**src/rtl/aes_mix_columns_ctrl.sv**
```systemverilog
// AES MixColumns / InvMixColumns sequencer: time-multiplexes COLS_PER_CYCLE
// single-column mixers over the four columns of a 128-bit state held in place.

module aes_mix_single_column (
    input  logic        op_i,
    input  logic [31:0] data_i,
    output logic [31:0] data_o
);

    function automatic logic [7:0] xtime(input logic [7:0] b);
        return {b[6:0], 1'b0} ^ (b[7] ? 8'h1b : 8'h00);
    endfunction

    logic [7:0] a  [4];
    logic [7:0] x2 [4];
    logic [7:0] x4 [4];
    logic [7:0] x8 [4];
    logic [7:0] m3 [4];
    logic [7:0] m9 [4];
    logic [7:0] m11[4];
    logic [7:0] m13[4];
    logic [7:0] m14[4];

    always_comb begin
        data_o = '0;
        for (int r = 0; r < 4; r++) begin
            a[r]   = data_i[r*8 +: 8];
            x2[r]  = xtime(a[r]);
            x4[r]  = xtime(x2[r]);
            x8[r]  = xtime(x4[r]);
            m3[r]  = x2[r] ^ a[r];
            m9[r]  = x8[r] ^ a[r];
            m11[r] = x8[r] ^ x2[r] ^ a[r];
            m13[r] = x8[r] ^ x4[r] ^ a[r];
            m14[r] = x8[r] ^ x4[r] ^ x2[r];
        end
        // Circulant matrices: forward {2,3,1,1}, inverse {14,11,13,9}.
        for (int r = 0; r < 4; r++) begin
            if (op_i) begin
                data_o[r*8 +: 8] = m14[r] ^ m11[(r+1)%4] ^ m13[(r+2)%4] ^ m9[(r+3)%4];
            end else begin
                data_o[r*8 +: 8] = x2[r] ^ m3[(r+1)%4] ^ a[(r+2)%4] ^ a[(r+3)%4];
            end
        end
    end

endmodule

module aes_mix_columns_ctrl #(
    parameter int COLS_PER_CYCLE = 1
) (
    input  logic         clk_i,
    input  logic         rst_i,
    input  logic         clear_i,
    input  logic         op_i,
    input  logic         in_valid_i,
    output logic         in_ready_o,
    input  logic [127:0] data_i,
    output logic         out_valid_o,
    input  logic         out_ready_i,
    output logic [127:0] data_o,
    output logic         busy_o
);

    localparam int NUM_STEPS = 4 / COLS_PER_CYCLE;
    localparam int STEP_W    = (NUM_STEPS > 1) ? $clog2(NUM_STEPS) : 1;

    generate
        if (COLS_PER_CYCLE != 1 && COLS_PER_CYCLE != 2 && COLS_PER_CYCLE != 4) begin : g_bad_cols
            $error("aes_mix_columns_ctrl: COLS_PER_CYCLE must be 1, 2 or 4");
        end
    endgenerate

    // Handshakes: a transfer happens on a rising edge where valid and ready are
    // both high; ready/valid here are pure decodes of the FSM, never of inputs.
    typedef enum logic [1:0] {
        IDLE = 2'd0,
        CALC = 2'd1,
        DONE = 2'd2
    } fsm_t;

    fsm_t              fsm_q, fsm_d;
    logic [127:0]      state_q, state_d;
    logic              op_q, op_d;
    logic [STEP_W-1:0] step_q, step_d;

    logic [1:0]  col_sel [COLS_PER_CYCLE];
    logic [31:0] col_in  [COLS_PER_CYCLE];
    logic [31:0] col_out [COLS_PER_CYCLE];

    function automatic logic [31:0] get_col(input logic [127:0] s, input logic [1:0] c);
        logic [31:0] w;
        w = '0;
        for (int row = 0; row < 4; row++) begin
            w[row*8 +: 8] = s[((row*4) + int'(c))*8 +: 8];
        end
        return w;
    endfunction

    function automatic logic [127:0] put_col(input logic [127:0] s, input logic [1:0] c,
                                             input logic [31:0] w);
        logic [127:0] res;
        res = s;
        for (int row = 0; row < 4; row++) begin
            res[((row*4) + int'(c))*8 +: 8] = w[row*8 +: 8];
        end
        return res;
    endfunction

    generate
        for (genvar i = 0; i < COLS_PER_CYCLE; i++) begin : g_col
            assign col_sel[i] = 2'((int'(step_q) * COLS_PER_CYCLE) + i);
            assign col_in[i]  = get_col(state_q, col_sel[i]);

            aes_mix_single_column u_mix (
                .op_i   (op_q),
                .data_i (col_in[i]),
                .data_o (col_out[i])
            );
        end
    endgenerate

    always_ff @(posedge clk_i or posedge rst_i) begin
        if (rst_i) begin
            fsm_q   <= IDLE;
            state_q <= '0;
            op_q    <= 1'b0;
            step_q  <= '0;
        end else begin
            fsm_q   <= fsm_d;
            state_q <= state_d;
            op_q    <= op_d;
            step_q  <= step_d;
        end
    end

    always_comb begin
        fsm_d   = fsm_q;
        state_d = state_q;
        op_d    = op_q;
        step_d  = step_q;
        if (clear_i) begin
            fsm_d   = IDLE;
            state_d = '0;
            op_d    = 1'b0;
            step_d  = '0;
        end else begin
            case (fsm_q)
                IDLE: begin
                    if (in_valid_i) begin
                        state_d = data_i;
                        op_d    = op_i;
                        step_d  = '0;
                        fsm_d   = CALC;
                    end
                end
                CALC: begin
                    for (int i = 0; i < COLS_PER_CYCLE; i++) begin
                        state_d = put_col(state_d, col_sel[i], col_out[i]);
                    end
                    if (step_q == STEP_W'(NUM_STEPS - 1)) begin
                        fsm_d  = DONE;
                        step_d = '0;
                    end else begin
                        step_d = step_q + STEP_W'(1);
                    end
                end
                DONE: begin
                    if (out_ready_i) begin
                        fsm_d = IDLE;
                    end
                end
                default: fsm_d = IDLE;
            endcase
        end
    end

    assign in_ready_o  = (fsm_q == IDLE);
    assign out_valid_o = (fsm_q == DONE);
    assign busy_o      = (fsm_q != IDLE);
    assign data_o      = state_q;

endmodule
```
**config.mk**
```make
export PLATFORM = sky130hd
export DESIGN_NAME = aes_mix_columns_ctrl
export DESIGN_NICKNAME = d
export VERILOG_FILES = /design/src/rtl/aes_mix_columns_ctrl.sv
export SDC_FILE = /design/constraint.sdc
export NUM_CORES = 1
export LEC_CHECK = 0
export CAP_MARGIN = 20
export CORE_MARGIN = 4
export CORE_UTILIZATION = 51
export CTS_CLUSTER_SIZE = 28
export DETAILED_ROUTE_END_ITERATION = 6
export GPL_ROUTABILITY_DRIVEN = 0
export GPL_TIMING_DRIVEN = 1
export PLACE_DENSITY = 0.8
export SLEW_MARGIN = 20
export SYNTH_ARGS = -nofsm -noshare
export SYNTH_HDL_FRONTEND = slang
export SYNTH_HIERARCHICAL = 1
export SYNTH_SLANG_ARGS = --single-unit
```
**constraint.sdc**
```tcl
create_clock -name clk_i -period 5.3 [get_ports clk_i]
set_input_delay 0.53 -clock clk_i [delete_from_list [all_inputs] [get_ports clk_i]]
set_output_delay 0.53 -clock clk_i [all_outputs]
set_load 0.02 [all_outputs]
```
==> results of run 1 <==
[routing by layer]
metal / track usage / wire [um] / part of all wire
met4: 0.176 / 2200 / 0.051
met1: 0.487 / 15900 / 0.36
met2: 0.540 / 19500 / 0.45
met5: 0 / 0 / 0
met3: 0.107 / 5980 / 0.14
[cells in the mapped netlist, drive strengths merged (31+ instances only)]
cell and instances:
o41ai 32, o31ai 32, clkbuf 53, o21ai 34, a21oi 31, a221oi 72
xor2 60, mux4 32, nor2 61, dfrtp 133, xnor2 154, buf 64
nand2 122, a22oi 50
[per-stage QoR]
stage	util	worst slack [ns]	power, uW
final	0.688	0.510	6200
after global routing	0.688	0.280	6350
after CTS	0.687	0.612	6050
after detailed placement	0.656	0.671	4730
after global placement	0.656	0.730	4680
after floorplan	-	1.07	3570
[state kept, by name, indices dropped and copies added, names as in the netlist]
register,cells
data_o,128
fsm_q,2
step_q,2
op_q,1
[final timing paths]
check	startpoint	end	cells after the start
max reg2reg	step_q[0]$_DFFE_PP0P_	data_o[12]$_DFFE_PP0P_	12
min in group asynchronous	rst_i	op_q$_DFFE_PP0P_	2
min	data_o[45]$_DFFE_PP0P_	data_o[45]$_DFFE_PP0P_	2
max	step_q[0]$_DFFE_PP0P_	data_o[12]$_DFFE_PP0P_	12
max in group asynchronous	rst_i	data_o[58]$_DFFE_PP0P_	3
min reg2reg	data_o[45]$_DFFE_PP0P_	data_o[45]$_DFFE_PP0P_	2
[area by class of cell]
type                       instances  area, um2
multi-input combinational        837       6770
fill                            1579       6370
clock inverter                    12        178
tap                              270        338
inverter                          17       66.3
clock buffer                      20        447
sequential                       133       3330
timing repair buffer             299       2930
[kinds of logic after synthesis]
| family | count (synthesis) | synth area share |
|---|---|---|
| XOR/XNOR | 225 | 0.205 |
| adder cells (fa/ha/maj) | 8 | 0.00936 |
| flip-flops | 133 | 0.311 |
| AO/OA/AOI/OAI | 322 | 0.231 |
| multiplexers | 45 | 0.0806 |
| AND/OR/NAND/NOR | 237 | 0.102 |
| buffers and inverters | 134 | 0.0607 |
[worst max-delay path: stages, from the launching register on]
cell and delay, ns:
dfrtp_2 0.84, buf_12 0.28, mux4_2 0.66, xor2_1 0.38
xnor3_1 0.49, xnor2_1 0.31, xnor2_1 0.16, mux2i_1 0.11
xnor2_1 0.67, nand3_1 0.16, a21o_1 0.22, a221oi_1 0.29
a221o_1 0.15
[power by group through the flow]
stage	combinational, uW	sequential, uW	clock (uW)
floorplan	2260	1310	0
global placement	3430	1240	0
detailed placement	3490	1240	0
CTS	3530	1230	1290
global route	3770	1240	1350
finish	3660	1230	1300
==> flow_summary.toml, run 1 <==
[outcome]
status = "complete, but fails checks"
violations = "DRC"

[synthesis]
synth_cells = 1104
synth_area_um2 = 10700
yosys_warnings = 6
synthDominantCellAreaShare = 0.311
synth_area_leaders = "dfrtp_1 (31%), xnor2_1 (12%), mux4_2 (6.7%)"
ys_ff_latch = 133
async_flop_share = 1.00
synth.distinct_cells = 64
avgSynthCellArea_um2 = 9.69
synth_edf_count = 0
yosys.area.top_type = "dfrtp_1"
ys.flop_type = "dfrtp_1"
synth_seq_area_share = 0.311
synthesis.nets = 1246

[critical_path]
arrival_ns = 5.16
worstPathMaxFanout = 20
critPathCaptureType = "register"
cp.required_ns = 5.67
critPathLaunchType = "register"
r2r_setup_slack_ns = 0.51
path_class = "register to register"

[route]
drc_errors = 19
vias = 10900
wire_per_inst_um = 27.4
firstDrtPassIters = 7
wirelength_mm = 43.6
ant_nets = 0
drt_iter0_drc = 1821
post_drt_via_cell_ratio = 6.86

[timing]
finalCritPeriodShare = 0.904
max_freq_mhz = 209
slew_headroom = 0.168
period_minus_slack_ns = 4.79
slew_viol_final = 0
holdWs_ns = 0.507
rsz0062_at_grt = "false"
setup_viol_count_final = 0
fin_skew_ns = 0.0132
worstMarginPinSlew_ns = 1.25
hold_viol = 0
setup-tns-final_ns = 0

[global_routing]
antenna_found_initial = 0
grt_pass1_vias = 10900
grt_pass1_wl_mm = 66.2
grt_usage = 0.363
grt_max_degree = 77
grt_remaining_overflow = 0

[power]
comb_power_share = 0.591
seq_power_share = 0.199
p_sw_frac = 0.446
clockPowerShare = 0.210
power.leakage_uw = 0.00549
switchingPower_uw = 2760
p_int_uw = 3430
power_density_nw_per_um2 = 441
vdd_drop_max_uv = 311

[finish]
mostFrequentLayoutCells = "clkdlybuf4s50_1 (263), xnor2_1 (148), dfrtp_1 (132)"
nets = 1447
fin_area_um2 = 14100
final-instance-count-excl-fill = 1588
syn2layout_area_growth_pct = 31.4
drive_above_1_share = 0.102
layout_commonest_cell = "clkdlybuf4s50_1"
antenna_cells = 0

[placed_design]
post_dp_cell_area_um2 = 13400
dp_cells = 1555
port-buffer-count = 264
dp_hpwl_mm = 30.9

[cts]
postCtsSetupRepairBufs = 0
root_buffer = "clkbuf_16"
insertion_delay_ns = 0.43
htree_levels = 4
ctsHoldBuffers = 0
tritoncts = "done"
clock_path_buffers = 2
cts_made_buffers = 17
cts_resized = 0
cts.sinks = 133
path_clk_slew_ns = 0.06

[die]
initial_core_util = 0.524
boundaryPins = 265
die_x_um = 153
fp.dieH_um = 153
core.rowCount = 52
core_area_um2 = 20400
dieArea_um2 = 23400

[worst_hold_path]
hold_class = "register to register"

[job]
maxCapViolCount = 0
Power figures use the tool's default switching activity.
==> run 2: changes to the inputs <==
Settings changed: SKIP_CTS_REPAIR_TIMING set to 1.
==> results of run 2 <==
No change in the layout: final DEF, timing and power equal those of run 1.
